## src/rtl/collision_scanner.sv

```systemverilog
// Collision scanner: tests one reference sprite against every sprite in the register file.
// Optional macro COLLISION_FIRST_HIT_STOP_EN ends the scan at the first qualified hit.
module collision_scanner #(
   parameter int N_SPRITES = 32,
   parameter int ADDR_W    = 5
) (
   input  logic                 clk,
   input  logic                 reset_n,
   input  logic                 start,
   input  logic [ADDR_W-1:0]    ref_index,
   output logic [ADDR_W-1:0]    rd_addr,
   input  logic [31:0]          rd_data,
   output logic [31:0]          cmp_register,
   output logic [31:0]          cmp_data,
   input  logic                 cmp_result,
   output logic                 busy,
   output logic                 done,
   output logic                 hit,
   output logic [ADDR_W-1:0]    hit_index,
   output logic [N_SPRITES-1:0] hit_mask
);

   typedef enum logic [2:0] {
      S_IDLE,
      S_REF_FETCH,
      S_REF_LATCH,
      S_FETCH,
      S_LATCH,
      S_EVAL,
      S_DONE
   } state_t;

   localparam logic [ADDR_W-1:0] LAST_IDX = ADDR_W'(N_SPRITES - 1);
   localparam int                EN_BIT   = 29;

   state_t                 state_q, state_d;
   logic [ADDR_W-1:0]      ref_idx_q, ref_idx_d;
   logic [ADDR_W-1:0]      i_q, i_d;
   logic [31:0]            ref_word_q, ref_word_d;
   logic [31:0]            cand_q, cand_d;
   logic                   hit_q, hit_d;
   logic [ADDR_W-1:0]      hit_index_q, hit_index_d;
   logic [N_SPRITES-1:0]   hit_mask_q, hit_mask_d;
   logic                   busy_q, busy_d;
   logic                   done_q, done_d;
   logic [ADDR_W-1:0]      rd_addr_q, rd_addr_d;
   logic                   qual_hit;

   // A disabled reference or candidate, or the reference meeting itself, never counts.
   assign qual_hit = cmp_result & cand_q[EN_BIT] & ref_word_q[EN_BIT] & (i_q != ref_idx_q);

   always_comb begin
      // NOTE: every _d starts from its _q so no path through the case leaves a latch.
      state_d     = state_q;
      ref_idx_d   = ref_idx_q;
      i_d         = i_q;
      ref_word_d  = ref_word_q;
      cand_d      = cand_q;
      hit_d       = hit_q;
      hit_index_d = hit_index_q;
      hit_mask_d  = hit_mask_q;

      case (state_q)
         S_IDLE: begin
            if (start) begin
               state_d     = S_REF_FETCH;
               ref_idx_d   = ref_index;
               i_d         = '0;
               hit_d       = 1'b0;
               hit_index_d = '0;
               hit_mask_d  = '0;
            end
         end
         S_REF_FETCH: state_d = S_REF_LATCH;
         S_REF_LATCH: begin
            ref_word_d = rd_data;
            state_d    = S_FETCH;
         end
         S_FETCH: state_d = S_LATCH;
         S_LATCH: begin
            cand_d  = rd_data;
            state_d = S_EVAL;
         end
         S_EVAL: begin
            if (qual_hit) begin
               hit_mask_d[i_q] = 1'b1;
               hit_d           = 1'b1;
               if (!hit_q) hit_index_d = i_q;
            end
`ifdef COLLISION_FIRST_HIT_STOP_EN
            if (qual_hit || i_q == LAST_IDX) begin
               state_d = S_DONE;
            end else begin
               i_d     = i_q + ADDR_W'(1);
               state_d = S_FETCH;
            end
`else
            if (i_q == LAST_IDX) begin
               state_d = S_DONE;
            end else begin
               i_d     = i_q + ADDR_W'(1);
               state_d = S_FETCH;
            end
`endif
         end
         S_DONE:  state_d = S_IDLE;
         default: state_d = S_IDLE;
      endcase

      // Outputs are registered: derive them from the state being entered.
      busy_d    = (state_d != S_IDLE) && (state_d != S_DONE);
      done_d    = (state_d == S_DONE);
      rd_addr_d = (state_d == S_REF_FETCH) ? ref_idx_d :
                  (state_d == S_FETCH)     ? i_d       : '0;
   end

   // NOTE: sequential state uses non-blocking assignments only, so every flop sees pre-edge values.
   always_ff @(posedge clk or negedge reset_n) begin
      if (!reset_n) begin
         state_q     <= S_IDLE;
         ref_idx_q   <= '0;
         i_q         <= '0;
         ref_word_q  <= '0;
         cand_q      <= '0;
         hit_q       <= 1'b0;
         hit_index_q <= '0;
         hit_mask_q  <= '0;
         busy_q      <= 1'b0;
         done_q      <= 1'b0;
         rd_addr_q   <= '0;
      end else begin
         state_q     <= state_d;
         ref_idx_q   <= ref_idx_d;
         i_q         <= i_d;
         ref_word_q  <= ref_word_d;
         cand_q      <= cand_d;
         hit_q       <= hit_d;
         hit_index_q <= hit_index_d;
         hit_mask_q  <= hit_mask_d;
         busy_q      <= busy_d;
         done_q      <= done_d;
         rd_addr_q   <= rd_addr_d;
      end
   end

   assign rd_addr      = rd_addr_q;
   assign cmp_register = ref_word_q;
   assign cmp_data     = cand_q;
   assign busy         = busy_q;
   assign done         = done_q;
   assign hit          = hit_q;
   assign hit_index    = hit_index_q;
   assign hit_mask     = hit_mask_q;

endmodule
```

## config.mk

```make
export PLATFORM = sky130hd
export DESIGN_NAME = collision_scanner
export DESIGN_NICKNAME = d
export VERILOG_FILES = /design/src/rtl/collision_scanner.sv
export SDC_FILE = /design/constraint.sdc
export NUM_CORES = 1
export LEC_CHECK = 0
export CELL_PAD_IN_SITES_DETAIL_PLACEMENT = 2
export CELL_PAD_IN_SITES_GLOBAL_PLACEMENT = 2
export CORE_AREA = 2 2 126 128
export CTS_CLUSTER_DIAMETER = 100
export DETAILED_ROUTE_END_ITERATION = 10
export DIE_AREA = 0 0 128 130
export GPL_TIMING_DRIVEN = 0
export PLACE_DENSITY_LB_ADDON = 0.1
export SETUP_SLACK_MARGIN = 0.02
export SLEW_MARGIN = 40
export SYNTH_ARGS = -nofsm -noshare
export SYNTH_HDL_FRONTEND = slang
export SYNTH_SLANG_ARGS = --single-unit
```

## constraint.sdc

```tcl
create_clock -name clk -period 2.8 [get_ports clk]
set_input_delay 0.56 -clock clk [delete_from_list [all_inputs] [get_ports clk]]
set_output_delay 0.56 -clock clk [all_outputs]
set_load 0.005 [all_outputs]
```

==> results of run 1 <==
[sequential cells by signal (all words and copies together) (netlist names)]
signal	cells
hit	1
state_q	3
hit_index	5
cmp_data	32
hit_mask	32
i_q	5
rd_addr	5
busy	1
cmp_register	32
ref_idx_q	5
done	1
[synth_stat cells, types with 3 or more instances]
cell	instances
sky130_fd_sc_hd__a22o_1	8
sky130_fd_sc_hd__mux2_2	62
sky130_fd_sc_hd__ha_1	4
sky130_fd_sc_hd__o211ai_1	3
sky130_fd_sc_hd__buf_4	3
sky130_fd_sc_hd__buf_2	11
sky130_fd_sc_hd__dfrtp_1	122
sky130_fd_sc_hd__o21ai_0	6
sky130_fd_sc_hd__nor3_1	4
sky130_fd_sc_hd__mux2i_1	6
sky130_fd_sc_hd__o31ai_1	7
sky130_fd_sc_hd__a21oi_1	5
sky130_fd_sc_hd__and3_1	4
sky130_fd_sc_hd__nor2_1	13
sky130_fd_sc_hd__nand3_1	6
sky130_fd_sc_hd__nand2_1	37
sky130_fd_sc_hd__a32o_1	16
sky130_fd_sc_hd__xnor2_1	5
sky130_fd_sc_hd__inv_1	11
sky130_fd_sc_hd__buf_6	6
[area by class of cell]
| type | count | share of cell area |
|---|---|---|
| multi-input cells | 209 | 0.231 |
| inverters | 11 | 0.00563 |
| clock inverters | 13 | 0.0239 |
| flip-flops and latches | 122 | 0.417 |
| repair buffers | 150 | 0.208 |
| well taps | 192 | 0.0328 |
| plain buffers | 23 | 0.0213 |
| clock buffers | 19 | 0.0604 |
[final timing paths]
check | from | endpoint | slack [ns] | depth (start not counted)
worst max-delay path | i_q[2] | hit_mask[11] | 0.86 | 5
worst min-delay path | reset_n | hit_index[3] | 0.08 | 1
worst max register to register | i_q[2] | hit_mask[11] | 0.86 | 5
worst min register to register | hit_mask[7] | hit_mask[7] | 0.49 | 2
max in group asynchronous | reset_n | cmp_data[15] | 2.06 | 2
min in group clk | hit_mask[7] | hit_mask[7] | 0.49 | 2
[per-stage QoR]
stage,setup slack [ns],cell area (µm²),hold slack (ns),total power [µW]
finish,0.861,7330,0.0821,7760
global route,0.672,7330,0.109,8240
CTS,0.830,7330,0.102,7890
detailed placement,0.448,6710,0.476,5520
global placement,-3.73,6670,0.466,5390
floorplan,1.18,4940,0.264,3930
[power by group]
part | leakage [µW] | total, µW | switching (µW) | internal (µW)
Clock | 0.000295 | 2300 | 794 | 1500
Sequential | 0.00155 | 2690 | 340 | 2350
Combinational | 0.00134 | 2770 | 1130 | 1650
Total | 0.00319 | 7760 | 2260 | 5500
[routing by layer]
layer / global-route usage / wire [µm]
met3: 0.0631 / 893
met5: 0 / 0
met2: 0.320 / 7540
met4: 0.0685 / 261
met1: 0.223 / 5910
[critical path, stage by stage, from the launching register on]
cell and delay, ns:
sky130_fd_sc_hd__dfrtp_1 0.35, sky130_fd_sc_hd__buf_2 0.18, sky130_fd_sc_hd__xnor2_1 0.26, sky130_fd_sc_hd__nand3_1 0.16, sky130_fd_sc_hd__o21ai_1 0.66, sky130_fd_sc_hd__o31ai_1 0.17
[cells by family (layout without fill, tap and decap cells)]
| family | after synthesis | in the layout |
|---|---|---|
| AOI/OAI and AO/OA | 55 | 55 |
| xor gates and xnor gates | 5 | 5 |
| and+or+nand+nor | 75 | 75 |
| muxes | 70 | 70 |
| DFF | 122 | 122 |
| adders and majority gates | 4 | 4 |
| buffers and inverters | 34 | 216 |
==> impl_summary.log, run 1 <==
[metrics] fill cell total of the finished layout: 1515
[metrics] post-CTS setup-driven buffer insertion count: 0
[metrics] number of hold buffers added after CTS: 0
[metrics] Routed WL per cell: 19.8 µm
[metrics] Post-synth top flop: sky130_fd_sc_hd__dfrtp_1
[metrics] Placed Cells: 707
[metrics] P_leak: 0.00319 µW
[metrics] Iter 0 DRT Violations: 113
[metrics] total clock sinks: 122
[metrics] compound-cell area share of the yosys netlist: 0.0896
[metrics] final count of negative-setup-slack endpoints: 0
[metrics] Chip Width: 128 µm
[metrics] detail-routed via count per cell: 4.95
[metrics] Seq cells post-synth: 122
[metrics] maximum buffer depth of the clock tree: 2
[metrics] core outline area: 15400 µm²
[metrics] GPL Wtd Cong: 0.709
[metrics] number of global-route vias before repair: 4154
[metrics] boundary pin count: 150
[metrics] remaining design rule violation count: 0
[metrics] final cycle utilization of the critical path: 0.692
[metrics] Reg area: 3050 µm²
[metrics] Synth-to-Final Area Change: 48.3%
[metrics] power density over the cells: 1060 nW/µm²
[metrics] worst min path class: in2async
[metrics] Area contributors post-synth: sky130_fd_sc_hd__dfrtp_1 62%, sky130_fd_sc_hd__mux2_2 14%, sky130_fd_sc_hd__a32o_1 3.2%, sky130_fd_sc_hd__nand2_1 2.8%, sky130_fd_sc_hd__a22o_1 1.4%
[metrics] total negative setup slack: 0 ns
[metrics] setup repair after global routing missed its margin: false
[metrics] Layout Nets: 579
[metrics] run status: completed
[metrics] number of buffers created by CTS: 17
[metrics] fraction of registers with async set/reset: 1.00
[metrics] Tot GR Track Use: 0.188
[metrics] # H-tree levels: 4
[metrics] max_cap viols: 0
[metrics] count of non-filler cells in the finished layout: 739
[metrics] area leader, netlist: sky130_fd_sc_hd__dfrtp_1
[metrics] multiplexer share of the synthesized area: 0.158
[metrics] largest clock skew in the final design: 0.00641 ns
[metrics] number of resized instances in the post-cts repair step: 0
[metrics] peak supply drop: 0.493 mV
[metrics] total congestion overflow after global routing: 0
[metrics] Critical Path Fanout Max: 9
[metrics] commonest non-fill, non-tap cells in the layout: 148 x sky130_fd_sc_hd__clkdlybuf4s50_1, 122 x sky130_fd_sc_hd__dfrtp_1, 62 x sky130_fd_sc_hd__mux2_2, 37 x sky130_fd_sc_hd__nand2_1, 17 x sky130_fd_sc_hd__clkbuf_16
[metrics] parity-gate share of the synthesized area counting xor and xnor cells: 0.00886
[metrics] nature of the critical path endpoint: flip-flop
[metrics] mapped cell area: 4940 µm²
[metrics] simple logic cell fraction of the synthesized area: 0.0757
[metrics] Tmin final: 1.94 ns
[metrics] number of antenna violations at the first check in global routing: 0
[metrics] number of flops mapped to enable cells by yosys: 0
[metrics] post-detailed-route count of antenna-violating nets: 0
[metrics] total routed wirelength: 14.6 mm
[metrics] part of the Yosys area used for sequential elements: 0.618
[metrics] worst setup path class: reg2reg
[metrics] Adder-Cell Fraction of Synth Area: 0.0101
[metrics] Max Clk Rate: 0.516 GHz
[metrics] Slew @ Worst Pin: 0.790 ns
[metrics] drt first pass iters: 4
[metrics] Net Count, Synth: 410
[metrics] distinct cell type count of the synthesized netlist: 41
[metrics] Final Max Tran Viols: 0
[metrics] number of endpoints with negative hold slack in the final report: 0
[metrics] clock tree from TritonCTS: done
[metrics] share of the synthesized area in the top cell type: 0.618
[metrics] leading cell type in the layout, fill and taps excluded: sky130_fd_sc_hd__clkdlybuf4s50_1
[metrics] main combinational cell family by area after synthesis: multiplexers
[metrics] area used by multi-input combinational logic: 1700 µm²
[metrics] headroom to the max-slew limit: 0.470
[metrics] CTS root buf: sky130_fd_sc_hd__clkbuf_16
[metrics] number of rows created at floorplan: 46
[metrics] pin count of the biggest net entering global routing: 64
[metrics] Worst-path clk slew: 0.05 ns
[metrics] IO buf count: 149
[metrics] critical path required time: 3.06 ns
[metrics] arrival time of the worst setup path: 2.19 ns
[metrics] Ys Warns: 0
[metrics] overall via count from detail_route: 3658
[metrics] post-layout util: 0.475
[metrics] fraction of layout cells with a size suffix above 1: 0.219
[metrics] nature of the critical path startpoint: flip-flop
[metrics] Post-Syn Area per Cell: 13.5 µm²
[metrics] first-pass GRT wire length: 23.6 mm
[metrics] Die Y: 130 µm
[metrics] Post-DP HPWL: 10.3 mm
[metrics] insertion delay to the later sink of the worst-skew pair: 0.41 ns
[metrics] area enclosed by the die boundary: 16600 µm²
[metrics] starting density of the core: 0.320
[metrics] count of mapped cells out of synthesis: 365
[metrics] diode insertion count for antenna repair: 0
No activity file was read; power rests on OpenSTA's default activity.
==> run 2: changes to the inputs <==
--- a/config.mk
+++ b/config.mk
@@ -7,10 +7,10 @@
 export LEC_CHECK = 0
 export CELL_PAD_IN_SITES_DETAIL_PLACEMENT = 2
 export CELL_PAD_IN_SITES_GLOBAL_PLACEMENT = 2
-export CORE_AREA = 2 2 126 128
+export CORE_AREA = 2 2 130 132
 export CTS_CLUSTER_DIAMETER = 100
 export DETAILED_ROUTE_END_ITERATION = 10
-export DIE_AREA = 0 0 128 130
+export DIE_AREA = 0 0 132 134
 export GPL_TIMING_DRIVEN = 0
 export PLACE_DENSITY_LB_ADDON = 0.1
 export SETUP_SLACK_MARGIN = 0.02
==> constraint.sdc (replaced) <==
create_clock -name clk -period 1.8 [get_ports clk]
set_input_delay 0.36 -clock clk [delete_from_list [all_inputs] [get_ports clk]]
set_output_delay 0.36 -clock clk [all_outputs]
set_load 0.005 [all_outputs]
==> run 2 against run 1 <==
Net effect:
- combinational power up 64%
- final cell count increased by 4.5%
- die area up 6.3%
- count of clock-buffer cells in the layout down 1
- critical path type unchanged
- critical endpoint is now hit_mask[20]
- highest routed layer unchanged
==> impl_summary.log, run 2 (synthesized netlist as in run 1, its figures left out) <==
[metrics] Final Max Tran Viols: 0 (unchanged)
[metrics] Tot GR Track Use: 0.187 (-0.000906)
[metrics] nature of the critical path startpoint: flip-flop
[metrics] power density over the cells: 1680 nW/µm² (+59%)
[metrics] overall via count from detail_route: 3705 (+1.3%)
[metrics] starting density of the core: 0.303 (-0.0170)
[metrics] diode insertion count for antenna repair: 0 (unchanged)
[metrics] total routed wirelength: 15.7 mm (+7.3%)
[metrics] boundary pin count: 150 (unchanged)
[metrics] leading cell type in the layout, fill and taps excluded: sky130_fd_sc_hd__clkdlybuf4s50_1
[metrics] pin count of the biggest net entering global routing: 64 (unchanged)
[metrics] count of non-filler cells in the finished layout: 772 (+4.5%)
[metrics] number of antenna violations at the first check in global routing: 0 (unchanged)
[metrics] Worst-path clk slew: 0.06 ns (about the same)
[metrics] post-layout util: 0.462 (-0.0126)
[metrics] setup repair after global routing missed its margin: false
[metrics] maximum buffer depth of the clock tree: 2 (unchanged)
[metrics] final std cell area, no fill: 7530 µm² (+2.8%)
[metrics] Max Clk Rate: 0.577 GHz (+12%)
[metrics] dpl ws: -0.449 ns (-0.897 ns)
[metrics] P_leak: 0.00325 µW (+2.0%)
[metrics] Placed Instance Area: 6750 µm² (+0.52%)
[metrics] Power Total: 12600 µW (+63%)
[metrics] worst setup path class: reg2reg
[metrics] max_cap viols: 0 (unchanged)
[metrics] GPL Wtd Cong: 0.745 (+5.2%)
[metrics] # H-tree levels: 4 (unchanged)
[metrics] drt first pass iters: 4 (unchanged)
[metrics] post-detailed-route count of antenna-violating nets: 0 (unchanged)
[metrics] arrival time of the worst setup path: 2.04 ns (-0.15 ns)
[metrics] largest clock skew in the final design: 0.0114 ns (+0.00499 ns)
[metrics] run status: completed
[metrics] nature of the critical path endpoint: flip-flop
[metrics] number of global-route vias before repair: 4213 (+1.4%)
[metrics] Die Y: 134 µm (+3.1%)
[metrics] Placed Cells: 735 (+4.0%)
[metrics] Chip Width: 132 µm (+3.1%)
[metrics] CTS root buf: sky130_fd_sc_hd__clkbuf_16
[metrics] commonest non-fill, non-tap cells in the layout: 148 x sky130_fd_sc_hd__clkdlybuf4s50_1, 118 x sky130_fd_sc_hd__dfrtp_1, 62 x sky130_fd_sc_hd__mux2_2, 37 x sky130_fd_sc_hd__nand2_1, 17 x sky130_fd_sc_hd__clkbuf_16
[metrics] total congestion overflow after global routing: 0 (unchanged)
[metrics] final count of negative-setup-slack endpoints: 0 (unchanged)
[metrics] Layout Nets: 584 (+0.86%)
[metrics] worst min path class: in2async
[metrics] first-pass GRT wire length: 24.8 mm (+5.1%)
[metrics] headroom to the max-slew limit: 0.669 (+0.199)
[metrics] detail-routed via count per cell: 4.80 (-3.0%)
[metrics] number of endpoints with negative hold slack in the final report: 0 (unchanged)
[metrics] core outline area: 16300 µm² (+5.6%)
[metrics] remaining design rule violation count: 0 (unchanged)
[metrics] Routed WL per cell: 20.3 µm (+2.7%)
[metrics] Iter 0 DRT Violations: 105 (-7.1%)
[metrics] critical path required time: 2.11 ns (-0.95 ns)
[metrics] IO buf count: 149 (unchanged)
[metrics] startpoint of the worst setup timing path: i_q[2]
[metrics] Post-DP HPWL: 10.7 mm (+4.2%)
[metrics] final critical-path setup slack: 0.0677 ns (-0.793 ns)
[metrics] area enclosed by the die boundary: 17700 µm² (+6.3%)
[metrics] Tmin final: 1.73 ns (-0.207 ns)
[metrics] clock tree from TritonCTS: done
[metrics] total clock sinks: 122 (unchanged)
[metrics] final cycle utilization of the critical path: 0.962 (+0.270)
[metrics] number of buffers created by CTS: 17 (unchanged)
[metrics] fraction of layout cells with a size suffix above 1: 0.250 (+0.0306)
[metrics] insertion delay to the later sink of the worst-skew pair: 0.42 ns (about the same)
[metrics] Critical Path Fanout Max: 10 (+1)
[metrics] Synth-to-Final Area Change: 52.4%
[metrics] Reg2Reg Launch Point: i_q[2]
[metrics] number of rows created at floorplan: 47 (+2.2%)
[metrics] peak supply drop: 0.776 mV (+57%)
[metrics] Slew @ Worst Pin: 0.497 ns (-0.294 ns)
-- run 2: cell count changes in the layout (fill, tap and decap cells not counted), sizes merged --
cell and change:
clkinvlp -4, clkbuf -1, clkinv +1, buf +4, dlygate4sd3 +1, inv +2, bufinv +2
-- run 2: path summary, 6_finish.rpt --
check / slack (ns) / depth (start not counted) / to
setup / recovery: 0.07 / 6 / hit_mask[20]
hold / removal: 0.46 / 2 / rd_addr[2]
setup reg to reg: 0.07 / 6 / hit_mask[20]
hold reg to reg: 0.49 / 2 / hit_mask[7]
max in group asynchronous: 0.65 / 3 / cmp_data[7]
min in group clk: 0.49 / 2 / hit_mask[7]
-- run 2: through the flow --
stage | hold slack (ns) | setup TNS (ns)
2_1_floorplan | 0.0644 | 0
3_3_place_gp | 0.466 | -571.79
3_5_place_dp | 0.331 | -15.84
4_1_cts | 0.473 | 0
5_1_grt | 0.475 | 0
6_report | 0.456 | 0
-- run 2: final cells by class --
type,instances,area [µm²]
Fill cell,1615,8760
Sequential cell,122,3060
Multi-Input combinational cell,209,1740
Timing Repair Buffer,156,1570
Clock buffer,18,429
Tap cell,220,275
Clock inverter,14,243
Buffer,22,175
Inverter,11,41.3
-- run 2: worst max-delay path, cell delays in order, from the launching register on --
cell,delay (ns)
sky130_fd_sc_hd__dfrtp_1,0.35
sky130_fd_sc_hd__buf_2,0.18
sky130_fd_sc_hd__xnor2_2,0.27
sky130_fd_sc_hd__and3_4,0.28
sky130_fd_sc_hd__a21oi_4,0.08
sky130_fd_sc_hd__buf_4,0.18
sky130_fd_sc_hd__a32o_1,0.26
-- run 2: timing repair --
| action | 4_1_cts | 5_1_grt |
|---|---|---|
| buffers inserted | 4 | 1 |
| endpoints found under the hold margin | 59 | 0 |
| endpoints found under the setup margin | 56 | 51 |
| pin swaps | 3 | 0 |
| resized for setup | 10 | 16 |
| hold buffers | 1 | 0 |
-- run 2: metal layers --
layer  track usage  up-vias  wire length, µm
li1              -     1651                -
met1         0.201     1926             6000
met2         0.340      111             8490
met3        0.0699       17              963
met4        0.0592        0              219
met5             0        -                0
-- run 2: power breakdown --
part	internal [µW]	leakage, µW	switching, µW
clock network	2610	0.000329	1320
logic	2670	0.00138	1860
registers	3660	0.00154	530
total	8940	0.00325	3710
==> run 3: changes to the inputs <==
--- a/config.mk
+++ b/config.mk
@@ -13,7 +13,7 @@
 export DIE_AREA = 0 0 132 134
 export GPL_TIMING_DRIVEN = 0
 export PLACE_DENSITY_LB_ADDON = 0.1
-export SETUP_SLACK_MARGIN = 0.02
+export SETUP_SLACK_MARGIN = 0.3
 export SLEW_MARGIN = 40
 export SYNTH_ARGS = -nofsm -noshare
 export SYNTH_HDL_FRONTEND = slang
==> run 3 against run 2 <==
Net effect:
- sequential cell count stayed put
- first-iteration DRC count is 27% lower
- sequential power hardly changed
- clock power is 15% lower
- largest power group unchanged
- highest routed layer unchanged
- critical path type unchanged
- via count is 3.6% higher
- wire length is 7.5% higher
==> impl_summary.log, run 3 (synthesized netlist as in run 1, its figures left out) <==
[metrics] nature of the critical path endpoint: flip-flop
[metrics] Flop pwr share: 0.324 (-0.007)
[metrics] diode insertion count for antenna repair: 0 (unchanged)
[metrics] worst-case hold slack: 0.479 ns (+0.0229 ns)
[metrics] number of endpoints with negative hold slack in the final report: 0 (unchanged)
[metrics] Power Total: 13000 µW (+3.0%)
[metrics] power density over the cells: 1600 nW/µm² (-4.4%)
[metrics] number of antenna violations at the first check in global routing: 0 (unchanged)
[metrics] fraction of layout cells with a size suffix above 1: 0.329 (+0.0794)
[metrics] clock tree from TritonCTS: done
[metrics] max_cap viols: 0 (unchanged)
[metrics] Tmin final: 1.73 ns (-0.00634 ns)
[metrics] run status: completed
[metrics] Cell Int Power: 9040 µW (+1.2%)
[metrics] final critical-path setup slack: 0.0740 ns (+0.00634 ns)
[metrics] arrival time of the worst setup path: 2.01 ns (-0.03 ns)
[metrics] Routed WL per cell: 20.7 µm (+2.2%)
[metrics] # H-tree levels: 4 (unchanged)
[metrics] total clock sinks: 122 (unchanged)
[metrics] worst setup path class: reg2reg
[metrics] core outline area: 16300 µm² (unchanged)
[metrics] setup repair after global routing missed its margin: true
[metrics] area enclosed by the die boundary: 17700 µm² (unchanged)
[metrics] Layout Nets: 625 (+7.0%)
[metrics] pin count of the biggest net entering global routing: 64 (unchanged)
[metrics] Worst-path clk slew: 0.06 ns (about the same)
[metrics] detail-routed via count per cell: 4.73 (-1.5%)
[metrics] IO buf count: 149 (unchanged)
[metrics] Final Max Tran Viols: 0 (unchanged)
[metrics] Chip Width: 132 µm (unchanged)
[metrics] switching power share of the total: 0.305 (+0.0121)
[metrics] GPL Wtd Cong: 0.733 (-1.7%)
[metrics] drt first pass iters: 4 (unchanged)
[metrics] relative contribution of the clock network to total power: 0.258 (-0.053)
[metrics] post-detailed-route count of antenna-violating nets: 0 (unchanged)
[metrics] number of buffers created by CTS: 17 (unchanged)
[metrics] number of rows created at floorplan: 47 (unchanged)
[metrics] largest incremental delay on the critical path: 0.40 ns (+0.05 ns)
[metrics] Critical Path Fanout Max: 8 (-2)
[metrics] largest clock skew in the final design: 0.00700 ns (-0.00439 ns)
[metrics] slowest CP cell: sky130_fd_sc_hd__dfrtp_1
[metrics] Placed Instance Area: 6790 µm² (+0.67%)
[metrics] final cycle utilization of the critical path: 0.959 (-0.00352)
[metrics] nature of the critical path startpoint: flip-flop
[metrics] Switch Pwr: 3980 µW (+7.2%)
[metrics] Slew @ Worst Pin: 0.499 ns (+0.00221 ns)
[metrics] worst min path class: in2async
[metrics] overall via count from detail_route: 3839 (+3.6%)
[metrics] peak supply drop: 0.783 mV (+0.81%)
[metrics] remaining design rule violation count: 0 (unchanged)
[metrics] list of cells traversed by the critical path: buf_6 > nand3b_1 > nor4_2 > buf_4 > and3_4 > o31ai_1
[metrics] total routed wirelength: 16.8 mm (+7.5%)
[metrics] total negative setup slack: 0 ns (unchanged)
[metrics] CTS root buf: sky130_fd_sc_hd__clkbuf_16
[metrics] headroom to the max-slew limit: 0.668 (-0.00147)
[metrics] P_leak: 0.00397 µW (+22%)
[metrics] final count of negative-setup-slack endpoints: 0 (unchanged)
[metrics] number of global-route vias before repair: 4397 (+4.4%)
[metrics] Max Clk Rate: 0.579 GHz (+0.37%)
[metrics] combinational share of power: 0.418 (+0.060)
[metrics] Die Y: 134 µm (unchanged)
[metrics] insertion delay to the later sink of the worst-skew pair: 0.41 ns (about the same)
[metrics] Synth-to-Final Area Change: 64.3%
[metrics] Post-DP HPWL: 10.8 mm (+0.26%)
[metrics] leading cell type in the layout, fill and taps excluded: sky130_fd_sc_hd__dfrtp_1
[metrics] maximum buffer depth of the clock tree: 2 (unchanged)
[metrics] critical path required time: 2.08 ns (-0.03 ns)
[metrics] dpl ws: -0.427 ns (+0.0216 ns)
[metrics] total congestion overflow after global routing: 0 (unchanged)
[metrics] starting density of the core: 0.303 (unchanged)
[metrics] commonest non-fill, non-tap cells in the layout: 119 x sky130_fd_sc_hd__dfrtp_1, 109 x sky130_fd_sc_hd__dlygate4sd2_1, 52 x sky130_fd_sc_hd__mux2_4, 39 x sky130_fd_sc_hd__clkdlybuf4s50_1, 38 x sky130_fd_sc_hd__buf_4
[metrics] Iter 0 DRT Violations: 77 (-27%)
[metrics] first-pass GRT wire length: 25.2 mm (+1.6%)
[metrics] Tot GR Track Use: 0.183 (-0.00346)
[metrics] final std cell area, no fill: 8120 µm² (+7.8%)
[metrics] boundary pin count: 150 (unchanged)
run 3: cell types whose count changed in the layout (fill, tap and decap cells not counted), moves of 7 or more:
cell | before | now
sky130_fd_sc_hd__buf_6 | 6 | 13
sky130_fd_sc_hd__mux2_2 | 62 | 12
sky130_fd_sc_hd__clkdlybuf4s50_1 | 148 | 39
sky130_fd_sc_hd__buf_4 | 16 | 38
sky130_fd_sc_hd__mux2_4 | 0 | 52
sky130_fd_sc_hd__clkbuf_8 | 0 | 7
sky130_fd_sc_hd__dlygate4sd2_1 | 0 | 109
run 3: layout make-up:
| class | count | area (µm²) |
|---|---|---|
| multi-input combinational | 209 | 2010 |
| timing repair buffer | 196 | 1860 |
| sequential | 122 | 3060 |
| fill | 1580 | 8170 |
| clock inverter | 6 | 60.1 |
| buffer | 23 | 277 |
| clock buffer | 25 | 526 |
| tap | 220 | 275 |
| inverter | 11 | 48.8 |
run 3: final timing paths:
| kind | startpoint | end | slack, ns | depth (start not counted) |
|---|---|---|---|---|
| worst min register to register | hit_mask[7] | hit_mask[7] | 0.48 | 2 |
| worst max register to register | state_q[1] | rd_addr[3] | 0.07 | 6 |
| worst max-delay path | state_q[1] | rd_addr[3] | 0.07 | 6 |
| worst min-delay path | reset_n | rd_addr[4] | 0.48 | 2 |
| max in group asynchronous | reset_n | cmp_register[6] | 0.64 | 3 |
| min in group clk | hit_mask[7] | hit_mask[7] | 0.48 | 2 |
run 3: routing by layer:
metal  global-route usage  vias up  routed length (µm)
met1                0.209     1991                6790
met2                0.332       96                8940
li1                     -     1731                   -
met3               0.0567       21                 863
met5                    0        -                   0
met4               0.0513        0                 241
run 3: what timing repair did:
action                     4_1_cts  5_1_grt
hold buffers                     1        0
setup endpoints to repair      225      118
gates cloned                     2        3
resized for setup              163       73
hold endpoints to repair        59        0
pin swaps                        7       13
buffers inserted                25       15
run 3: stage by stage:
stage | std cells | utilization
after global placement | 734 | 0.415
after global routing | 812 | 0.498
after CTS | 794 | 0.470
final | 812 | 0.498
after detailed placement | 735 | 0.417
after floorplan | 365 | -
run 3: critical path, delay by kind of cell (launching register included):
kind | cells | cell delay [ns]
flip-flops | 1 | 0.40
AO/OA/AOI/OAI | 1 | 0.09
buffers and inverters | 2 | 0.32
AND/OR/NAND/NOR | 3 | 0.78
run 3: power groups by stage:
stage | logic (µW) | registers (µW) | clock network, µW
finish | 5440 | 4220 | 3360
global route | 5850 | 4340 | 3550
CTS | 4630 | 4190 | 3440
detailed placement | 4510 | 4240 | 0
global placement | 4390 | 4160 | 0
floorplan | 2030 | 4210 | 0
